`src/rtl/rx_bb_gain_pkg.sv`:
```
// Shared definitions for the RX baseband digital-gain controller.
//   state_t    : controller states (IDLE, MEASURE, DECIDE, FROZEN)
//   MAX_GAIN   : largest legal bb_gain shift select
//   clamp_gain : limits a 3-bit gain request to 0..MAX_GAIN
package rx_bb_gain_pkg;

  typedef enum logic [1:0] {
    IDLE    = 2'd0,
    MEASURE = 2'd1,
    DECIDE  = 2'd2,
    FROZEN  = 2'd3
  } state_t;

  localparam logic [2:0] MAX_GAIN = 3'd4;

  function automatic logic [2:0] clamp_gain(input logic [2:0] gain);
    logic [2:0] res;
    if (gain > MAX_GAIN) begin
      res = MAX_GAIN;
    end else begin
      res = gain;
    end
    return res;
  endfunction

endpackage

```
`src/rtl/rx_gain_peak_det.sv`:
```
// Combinational 4-lane peak-magnitude detector.
//   sample : 4 packed signed lanes, lane i at [i*W +: W]
//   peak   : max over lanes of |x|; the most negative code saturates to
//            the largest positive code so the result always fits in W bits
module rx_gain_peak_det #(
  parameter int IQ_DATA_WIDTH = 16
) (
  input  logic [4*IQ_DATA_WIDTH-1:0] sample,
  output logic [IQ_DATA_WIDTH-1:0]   peak
);
  import rx_bb_gain_pkg::*;

  localparam int W = IQ_DATA_WIDTH;
  localparam logic [W-1:0] MOST_NEG = {1'b1, {(W-1){1'b0}}};
  localparam logic [W-1:0] MOST_POS = {1'b0, {(W-1){1'b1}}};
  localparam logic [W-1:0] ONE      = {{(W-1){1'b0}}, 1'b1};

  function automatic logic [W-1:0] abs_sat(input logic [W-1:0] x);
    logic [W-1:0] res;
    if (x == MOST_NEG) begin
      res = MOST_POS;
    end else if (x[W-1]) begin
      res = ~x + ONE;
    end else begin
      res = x;
    end
    return res;
  endfunction

  // Running max of the saturated lane magnitudes.
  always_comb begin
    logic [W-1:0] mag;
    peak = '0;
    mag  = '0;
    for (int i = 0; i < 4; i++) begin
      mag = abs_sat(sample[i*W +: W]);
      if (mag > peak) begin
        peak = mag;
      end else begin
        peak = peak;
      end
    end
  end

endmodule

```
`src/rtl/rx_bb_gain_ctrl.sv`:
```
// Automatic digital-gain controller for the RX sample path.
//   acc_clk/acc_rst : clock, async active-high reset
//   enable          : 1 = automatic gain, 0 = manual_gain (clamped to 0..4)
//   freeze          : holds the committed gain while a packet is in flight
//   sample_in/valid : pre-gain 4-lane samples popped from the ADC FIFO
//   overload_clr    : clears the sticky overload flag (a same-cycle set wins)
//   bb_gain         : registered left-shift select, 0..4
//   gain_change     : one-cycle pulse when auto mode changes bb_gain
//   peak_last       : peak magnitude of the last completed window
//   overload        : sticky full-scale indicator
// Peaks are gathered over 2^WIN_LOG2 accepted samples; one DECIDE cycle then
// drops the gain straight to the best fit, or raises it by one step only
// after UP_HOLD consecutive windows ask for more.
module rx_bb_gain_ctrl #(
  parameter int IQ_DATA_WIDTH = 16,
  parameter int WIN_LOG2      = 6,
  parameter int TARGET_MSB    = 14,
  parameter int UP_HOLD       = 4
) (
  input  logic                       acc_clk,
  input  logic                       acc_rst,
  input  logic                       enable,
  input  logic [2:0]                 manual_gain,
  input  logic                       freeze,
  input  logic [4*IQ_DATA_WIDTH-1:0] sample_in,
  input  logic                       sample_valid,
  input  logic                       overload_clr,
  output logic [2:0]                 bb_gain,
  output logic                       gain_change,
  output logic [IQ_DATA_WIDTH-1:0]   peak_last,
  output logic                       overload
);
  import rx_bb_gain_pkg::*;

  localparam int W   = IQ_DATA_WIDTH;
  localparam int UPW = $clog2(UP_HOLD) + 1;
  localparam logic [WIN_LOG2-1:0] CNT_LAST = '1;
  localparam logic [WIN_LOG2-1:0] CNT_ONE  = {{(WIN_LOG2-1){1'b0}}, 1'b1};
  localparam logic [UPW-1:0]      UP_LAST  = UPW'(UP_HOLD - 1);
  localparam logic [UPW-1:0]      UP_ONE   = {{(UPW-1){1'b0}}, 1'b1};
  localparam logic [W-1:0]        FULL     = {1'b0, {(W-1){1'b1}}};
  localparam logic [W+3:0]        TARGET_LIM = {{(W+3){1'b0}}, 1'b1} << TARGET_MSB;

  state_t              state_r, state_n;
  logic [2:0]          bb_gain_r, bb_gain_n;
  logic                gain_change_r, gain_change_n;
  logic [W-1:0]        peak_last_r, peak_last_n;
  logic                overload_r, overload_n;
  logic [W-1:0]        acc_r, acc_n;
  logic [WIN_LOG2-1:0] cnt_r, cnt_n;
  logic [UPW-1:0]      up_cnt_r, up_cnt_n;
  logic [W-1:0]        peak_s;
  logic [W-1:0]        acc_max_s;
  logic [2:0]          cand_s;

  // Largest shift 0..4 keeping the shifted peak under the target; the
  // loop keeps the last shift that still fits, 0 if none does.
  function automatic logic [2:0] calc_cand(input logic [W-1:0] pk);
    logic [W+3:0] ext;
    logic [2:0]   c;
    c = 3'd0;
    for (int s = 0; s <= 4; s++) begin
      ext = {4'd0, pk} << s;
      if (ext < TARGET_LIM) begin
        c = 3'(s);
      end else begin
        c = c;
      end
    end
    return c;
  endfunction

  rx_gain_peak_det #(.IQ_DATA_WIDTH(W)) u_peak (
    .sample (sample_in),
    .peak   (peak_s)
  );

  assign acc_max_s = (peak_s > acc_r) ? peak_s : acc_r;
  assign cand_s    = calc_cand(peak_last_r);

  // Sticky overload: set in any state, set beats clear.
  always_comb begin
    overload_n = overload_r;
    if (sample_valid && (peak_s == FULL)) begin
      overload_n = 1'b1;
    end else if (overload_clr) begin
      overload_n = 1'b0;
    end else begin
      overload_n = overload_r;
    end
  end

  // Next-state and datapath: enable=0 beats freeze beats the window flow.
  always_comb begin
    state_n       = state_r;
    bb_gain_n     = bb_gain_r;
    gain_change_n = 1'b0;
    peak_last_n   = peak_last_r;
    acc_n         = acc_r;
    cnt_n         = cnt_r;
    up_cnt_n      = up_cnt_r;
    if (!enable) begin
      state_n   = IDLE;
      bb_gain_n = clamp_gain(manual_gain);
      acc_n     = '0;
      cnt_n     = '0;
      up_cnt_n  = '0;
    end else if (freeze) begin
      // Partial window and pending up-requests are dropped; gain held.
      state_n  = FROZEN;
      acc_n    = '0;
      cnt_n    = '0;
      up_cnt_n = '0;
    end else begin
      case (state_r)
        IDLE, FROZEN: begin
          state_n  = MEASURE;
          acc_n    = '0;
          cnt_n    = '0;
          up_cnt_n = '0;
        end
        MEASURE: begin
          if (sample_valid) begin
            if (cnt_r == CNT_LAST) begin
              peak_last_n = acc_max_s;
              acc_n       = '0;
              cnt_n       = '0;
              state_n     = DECIDE;
            end else begin
              acc_n = acc_max_s;
              cnt_n = cnt_r + CNT_ONE;
            end
          end else begin
            acc_n = acc_r;
          end
        end
        DECIDE: begin
          state_n = MEASURE;
          // The next window has already started; keep accepting samples.
          if (sample_valid) begin
            acc_n = acc_max_s;
            cnt_n = cnt_r + CNT_ONE;
          end else begin
            acc_n = acc_r;
          end
          if (cand_s < bb_gain_r) begin
            bb_gain_n     = cand_s;
            up_cnt_n      = '0;
            gain_change_n = 1'b1;
          end else if (cand_s > bb_gain_r) begin
            if (up_cnt_r == UP_LAST) begin
              bb_gain_n     = bb_gain_r + 3'd1;
              up_cnt_n      = '0;
              gain_change_n = 1'b1;
            end else begin
              up_cnt_n = up_cnt_r + UP_ONE;
            end
          end else begin
            up_cnt_n = '0;
          end
        end
        default: begin
          state_n = IDLE;
        end
      endcase
    end
  end

  // State and output registers.
  always_ff @(posedge acc_clk or posedge acc_rst) begin
    if (acc_rst) begin
      state_r       <= IDLE;
      bb_gain_r     <= 3'd0;
      gain_change_r <= 1'b0;
      peak_last_r   <= '0;
      overload_r    <= 1'b0;
      acc_r         <= '0;
      cnt_r         <= '0;
      up_cnt_r      <= '0;
    end else begin
      state_r       <= state_n;
      bb_gain_r     <= bb_gain_n;
      gain_change_r <= gain_change_n;
      peak_last_r   <= peak_last_n;
      overload_r    <= overload_n;
      acc_r         <= acc_n;
      cnt_r         <= cnt_n;
      up_cnt_r      <= up_cnt_n;
    end
  end

  assign bb_gain     = bb_gain_r;
  assign gain_change = gain_change_r;
  assign peak_last   = peak_last_r;
  assign overload    = overload_r;

endmodule

```
`config.mk`:
```
export PLATFORM = sky130hd
export DESIGN_NAME = rx_bb_gain_ctrl
export DESIGN_NICKNAME = d
export VERILOG_FILES = /design/src/rtl/rx_bb_gain_pkg.sv /design/src/rtl/rx_gain_peak_det.sv /design/src/rtl/rx_bb_gain_ctrl.sv
export SDC_FILE = /design/constraint.sdc
export NUM_CORES = 1
export LEC_CHECK = 0
export ABC_CLOCK_PERIOD_IN_PS = 5100
export BUFFER_PORTS_ARGS = -buffer_cell sky130_fd_sc_hd__buf_2
export CAP_MARGIN = 0
export CORE_ASPECT_RATIO = 1.1
export CORE_MARGIN = 5
export CORE_UTILIZATION = 45
export DETAILED_ROUTE_END_ITERATION = 7
export MAX_ROUTING_LAYER = met4
export PLACE_DENSITY = 0.65
export SYNTH_ARGS = -nofsm -noshare
export SYNTH_HDL_FRONTEND = slang
export SYNTH_SLANG_ARGS = --single-unit
export TNS_END_PERCENT = 20
```
`constraint.sdc`:
```
create_clock -name acc_clk -period 5.1 [get_ports acc_clk]
set_input_delay 0.51 -clock acc_clk [delete_from_list [all_inputs] [get_ports acc_clk]]
set_output_delay 0.51 -clock acc_clk [all_outputs]
set_load 0.005 [all_outputs]
```
== Word level (Yosys, flattened, before mapping) ==
Cells that the tools add are included.

* Bits in registers: 48

* Reductions and logical operators: 9
* Bitwise gates (word level): 5
* Order comparisons: 12
* Eq/ne operators: 18
* Add/sub/neg operators: 7
* Mux-type cells: 55

{| class="wikitable"
|+ Operators with widths
! operator !! count
|-
| two-way mux 16 bit || 18
|-
| adder 16 x 1 -> 16 bit, second input constant || 4
|-
| == test 16 bit, second input constant || 4
|-
| > comparator 16 bit || 4
|-
| inverter 16 bit || 4
|-
| one-hot mux 16 bit (3 select lines) || 1
|-
| two-way mux 3 bit || 13
|-
| two-way mux 6 bit || 5
|-
| less-than comparator 20 x 15 -> 1 bit, second input constant || 1
|-
| less-than comparator 19 x 15 -> 1 bit, second input constant || 1
|-
| less-than comparator 18 x 15 -> 1 bit, second input constant || 1
|-
| one-hot mux 6 bit (3 select lines) || 1
|-
| less-than comparator 17 x 15 -> 1 bit, second input constant || 1
|-
| == test 16 x 15 -> 1 bit, second input constant || 1
|-
| > comparator 16 x 1 -> 1 bit, second input constant || 1
|-
| two-way mux 2 bit || 6
|-
| != test 4 bit, second input constant || 3
|-
| two-way mux 1 bit || 9
|-
| adder 3 x 1 -> 3 bit, second input constant || 2
|-
| adder 6 x 1 -> 6 bit, second input constant || 1
|-
| == test 6 bit, second input constant || 1
|-
| != test 3 x 1 -> 1 bit, second input constant || 2
|-
| one-hot mux 3 bit (2 select lines) || 1
|-
| AND reduction 5 bit || 1
|-
| 18 further kinds || 20
|}

== Longest topological paths before layout ==
* Depth after elaboration: 19
* Gate-level depth with buffers: 47

== Hierarchy ==
Synthesis repeated with hierarchy kept, for this count alone.

* Cells, all modules: 766
* Area total of the unflattened synthesis: 6058.3 um^2

{| class="wikitable"
|+ By module, submodules not included
! module !! area an instance (um^2) !! cells an instance !! instances
|-
| rx_gain_peak_det || 3286.9 || 483 || 1
|-
| rx_bb_gain_ctrl || 2771.4 || 283 || 1
|}

== Worst setup path before layout ==
OpenSTA, ideal clock, no wires.

* Path type: input -> register
* Start point: input sample_in[3]
* End point: register peak_last_r[0] (netlist: peak_last[0])
* Arrival time: 10.120 ns
* Cell stages on the path: 44
* Required time: 4.975 ns
* Setup slack: -5.144 ns
* Cell sequence: or4_1 -> buf_2 -> or3_1 -> o31ai_1 -> xor2_1 -> and2_1 -> ha_1 -> nand4_1 -> or3_1 -> nor3_2 -> a21o_1 -> buf_2 -> buf_2 -> mux2i_1 -> inv_1 -> ha_1 -> nand4_1 -> nor4_1 -> (+8 left out) -> nor2_1 -> a211oi_1 -> nand3_1 -> o221ai_1 -> clkbuf_1 -> nor2_1 -> a21oi_1 -> ha_1 -> a21o_1 -> a21o_1 -> a211o_1 -> a21o_1 -> a21o_1 -> a211oi_2 -> or2_2 -> clkbuf_1 -> o21ai_1 -> mux2_2

* Longest elaborated chain between the ends: 14

{| class="wikitable"
|+ RTL lines
! element !! RTL line !! source
|-
| start, declared || rx_bb_gain_ctrl.sv:25 || <nowiki>input logic [4*IQ_DATA_WIDTH-1:0] sample_in,</nowiki>
|-
| inverter 16 bit || rx_gain_peak_det.sv:23 || <nowiki>res = ~x + ONE;</nowiki>
|-
| adder 16 x 1 -> 16 bit || rx_gain_peak_det.sv:23 ||
|-
| two-way mux 16 bit || rx_gain_peak_det.sv:22 || <nowiki>end else if (x[W-1]) begin</nowiki>
|-
| two-way mux 16 bit (*) || rx_gain_peak_det.sv:20 || <nowiki>if (x == MOST_NEG) begin</nowiki>
|-
| > comparator 16 x 1 -> 1 bit || rx_gain_peak_det.sv:37 || <nowiki>if (mag > peak) begin</nowiki>
|-
| two-way mux 16 bit (*) || rx_gain_peak_det.sv:37 ||
|-
| > comparator 16 bit || rx_gain_peak_det.sv:37 ||
|-
| two-way mux 16 bit (*) || rx_gain_peak_det.sv:37 ||
|-
| > comparator 16 bit || rx_gain_peak_det.sv:37 ||
|-
| two-way mux 16 bit (*) || rx_gain_peak_det.sv:37 ||
|-
| > comparator 16 bit || rx_gain_peak_det.sv:37 ||
|-
| two-way mux 16 bit (*) || rx_gain_peak_det.sv:37 ||
|-
| > comparator 16 bit || rx_bb_gain_ctrl.sv:78 || <nowiki>assign acc_max_s = (peak_s > acc_r) ? peak_s : acc_r;</nowiki>
|-
| two-way mux 16 bit (*) || rx_bb_gain_ctrl.sv:78 ||
|-
| end signal, assigned || rx_bb_gain_ctrl.sv:184 || <nowiki>peak_last_r <= peak_last_n;</nowiki>
|-
| end, declared || rx_bb_gain_ctrl.sv:47 || <nowiki>logic [W-1:0] peak_last_r, peak_last_n;</nowiki>
|}

Every way passes the cells marked *; elsewhere a longest branch is shown, timed or not.
A chain may end at the register's enable or synchronous reset.

== Final worst setup path ==
* Start point: input sample_in[4]
* End point: register peak_last_r[0] (netlist: peak_last[0])

Same word-level chain as after synthesis.

==> results.sh <==
export IMPL_status="complete, but fails checks"
export IMPL_violations="setup timing"
export IMPL_max_stage_delay_ps=530
export IMPL_core_area_um2=14300
export IMPL_first_global_vias=7636
export IMPL_cts_sinks=48
export IMPL_track_usage_pct=25.5
export IMPL_rr_worst_depth=11
export IMPL_max_slew_margin_rel_pct=31.4
export IMPL_gp_congestion=0.951
export IMPL_rows=46
export IMPL_ir_worst_vdd_mv=0.325
export IMPL_cts_tree="built"
export IMPL_cts_clk_slew_worst_paths_ps=70
export IMPL_synth_area_um2=6540
export IMPL_async_reset_ff_share_pct=100
export IMPL_synth_edf_count=0
export IMPL_cp_start_kind="input pin"
export IMPL_ant_nets=0
export IMPL_port_buffers=93
export IMPL_finalNetCount=1354
export IMPL_chipWidth_um=125
export IMPL_holdCritStartpoint="manual_gain[2]"
export IMPL_placed_area_um2=9350
export IMPL_hold_depth=2
export IMPL_setup_viol=33
export IMPL_whs_endpoint="bb_gain[0]$_DFFE_PP0P_"
export IMPL_cts_made_buffers=5
export IMPL_fill_cells=1050
export IMPL_place_ws_ps=-4760
export IMPL_critPathArrivalTime_ps=9570
export IMPL_hpwl_um=17900
export IMPL_cap_violations=0
export IMPL_crit_path_end_kind="register"
export IMPL_fin_area_um2=10400
export IMPL_syn_avg_cell_area_um2=7.80
export IMPL_finalPower_w=0.00385
export IMPL_required_ps=5280
export IMPL_timing_rr_end="peak_last[0]$_DFFE_PP0P_"
export IMPL_drt_iter0_markers=468
export IMPL_synthFlopType="dfrtp_1"
export IMPL_finalCritPeriodShare_pct=184
export IMPL_h_tree_depth=2
export IMPL_grt_max_degree=49
export IMPL_worstSetupStartpoint="sample_in[4]"
export IMPL_power_density_nw_per_um2=369
export IMPL_gr_total_overflow=0
export IMPL_holdBufCountCts=0
export IMPL_via_per_inst=5.65
export IMPL_max_freq_ghz=0.106
export IMPL_initial_core_util_pct=45.6
export IMPL_grt_setup_unrepaired="true"
export IMPL_clkLatencyLatePin_ps=290
export IMPL_ys_seq_elements=48
export IMPL_yosysSeqAreaShare_pct=18.4
export IMPL_die_area_um2=17100
export IMPL_wl_um=23600
export IMPL_cp_num_buf_inv=4
export IMPL_crit_family="compound AO/OA/AOI/OAI gates"
export IMPL_r2r_start="acc_r[10]$_DFFE_PP0P_"
export IMPL_grt_pass1_wl_um=35200
export IMPL_finalMaxSlewViolations=0
export IMPL_worst_path_max_fanout=8
export IMPL_wl_per_cell_um=16.9
export IMPL_clock_path_buffers=2
export IMPL_slowest_stage="or4_4"
export IMPL_drt_pre_antenna_iters=5
export IMPL_r2r_setup_slack_ps=2260
export IMPL_drc=0
export IMPL_crit_type="input pin to register"
export IMPL_fin_ws_ps=-4290
export IMPL_post_route_min_period_ps=9390
export IMPL_io_pins=94
export IMPL_antenna_found_initial=0
export IMPL_layout_drive_gt1_share_pct=46.6
export IMPL_ys_types=83
export IMPL_hold_path_class="input pin to register"
export IMPL_ctsRootBufferMaster="clkbuf_16"
export IMPL_finalHoldViolations=0
export IMPL_postLayoutCoreUtil_pct=72.7
export IMPL_synth_nets=987
export IMPL_tns_ps=-138080
export IMPL_vias=7911
export IMPL_antenna_cells=0
export IMPL_clock_skew_ps=8.45
export IMPL_power_leakage_nw=4.98
export IMPL_die_h_um=136
export IMPL_synth_cells=839
export IMPL_area_delta_synth_final_pct=59.4
export IMPL_yosysWarnings=0
export IMPL_tightest_slew_ps=1030
[routing by layer]
metal	part of all wire, %	wire [um]	up-vias	track usage, %
li1	-	-	3838	-
met1	37	8800	3695	27.1
met2	53	12500	270	48.0
met3	4.3	1020	108	2.32
met4	5.5	1300	0	12.2
met5	0	0	-	-
[logic make-up after synthesis]
family / after synthesis / share of synthesized area [%]
AOI/OAI and AO/OA: 250 / 27.1
xor gates and xnor gates: 40 / 5.36
adders and majority gates: 75 / 14.3
buffers and inverters: 96 / 6.06
DFF: 48 / 18.4
muxes: 31 / 4.90
and+or+nand+nor: 299 / 23.8
[what timing repair did]
item / 4_1_cts / 5_1_grt
endpoints found under the setup margin: 33 / 33
gates resized for setup: 24 / 106
cloned: 0 / 3
buffers inserted: 4 / 22
pin swaps: 4 / 57
[layout by cell type, fill, tap and decap left out, types with 11 or more instances in the layout]
master	synthesis	routed
buf_4	2	286
nand2_1	105	101
buf_2	5	91
ha_1	75	62
inv_1	62	59
dfrtp_1	48	48
nor2_1	47	40
o21ai_0	49	40
xor2_1	25	25
a21oi_1	32	23
nand4_1	19	19
o21ai_1	17	16
xnor2_1	15	15
o22ai_1	16	14
nor3_1	14	13
o211ai_1	12	12
o21a_1	12	12
o21ai_2	3	12
o41ai_1	16	12
ha_4	0	12
or2_2	18	11
a21o_1	12	11
mux2i_1	23	11
[sequential cells by signal, indices dropped and copies added, names as in the netlist]
register and flops:
cnt_r 6, up_cnt_r 3, gain_change 1, overload 1, acc_r 16, state_r 2, bb_gain 3, peak_last 16
[where the power goes]
part	total (W)	internal, W	leakage [nW]	switching [W]
Clock	0.000338	0.000196	0.0772	0.000142
Sequential	0.000406	0.000396	0.662	0.0000103
Combinational	0.00310	0.00153	4.24	0.00157
Total	0.00385	0.00212	4.98	0.00173
[layout make-up]
type,instances,area (um2),share of cell area (%)
clock buffer,6,139,1.33
clock inverter,2,13.8,0.132
inverter,62,233,2.23
tap,192,240,2.30
timing repair buffer,392,2820,27.1
sequential,48,1200,11.5
multi-input combinational,697,5780,55.4
[cells in the mapped netlist (16+ instances only)]
library cell	n	area [um2]
nand2_1	105	394
ha_1	75	938
inv_1	62	233
o21ai_0	49	245
dfrtp_1	48	1200
nor2_1	47	176
a21oi_1	32	160
xor2_1	25	219
clkbuf_1	24	90.1
mux2i_1	23	230
nand4_1	19	119
or2_2	18	113
o21ai_1	17	85.1
o22ai_1	16	100
o41ai_1	16	140
[worst max path at each step]
stage / cells after the start / slack, ps / end
after global placement: 38 / -4490 / peak_last[8]$_DFFE_PP0P_
after CTS: 40 / -3980 / acc_r[3]$_DFFE_PP0P_
after global routing: 42 / -4570 / peak_last[0]$_DFFE_PP0P_
after floorplan: 45 / -4040 / peak_last[0]$_DFFE_PP0P_
final: 42 / -4290 / peak_last[0]$_DFFE_PP0P_
after detailed placement: 39 / -4760 / acc_r[3]$_DFFE_PP0P_
[per-stage QoR]
step                      hold WS (ps)  std cells
after floorplan                    449        839
final                              418       1399
after detailed placement           465       1362
after global placement             462       1362
after CTS                          423       1374
after global routing               433       1399
No activity file was read; power rests on OpenSTA's default activity.
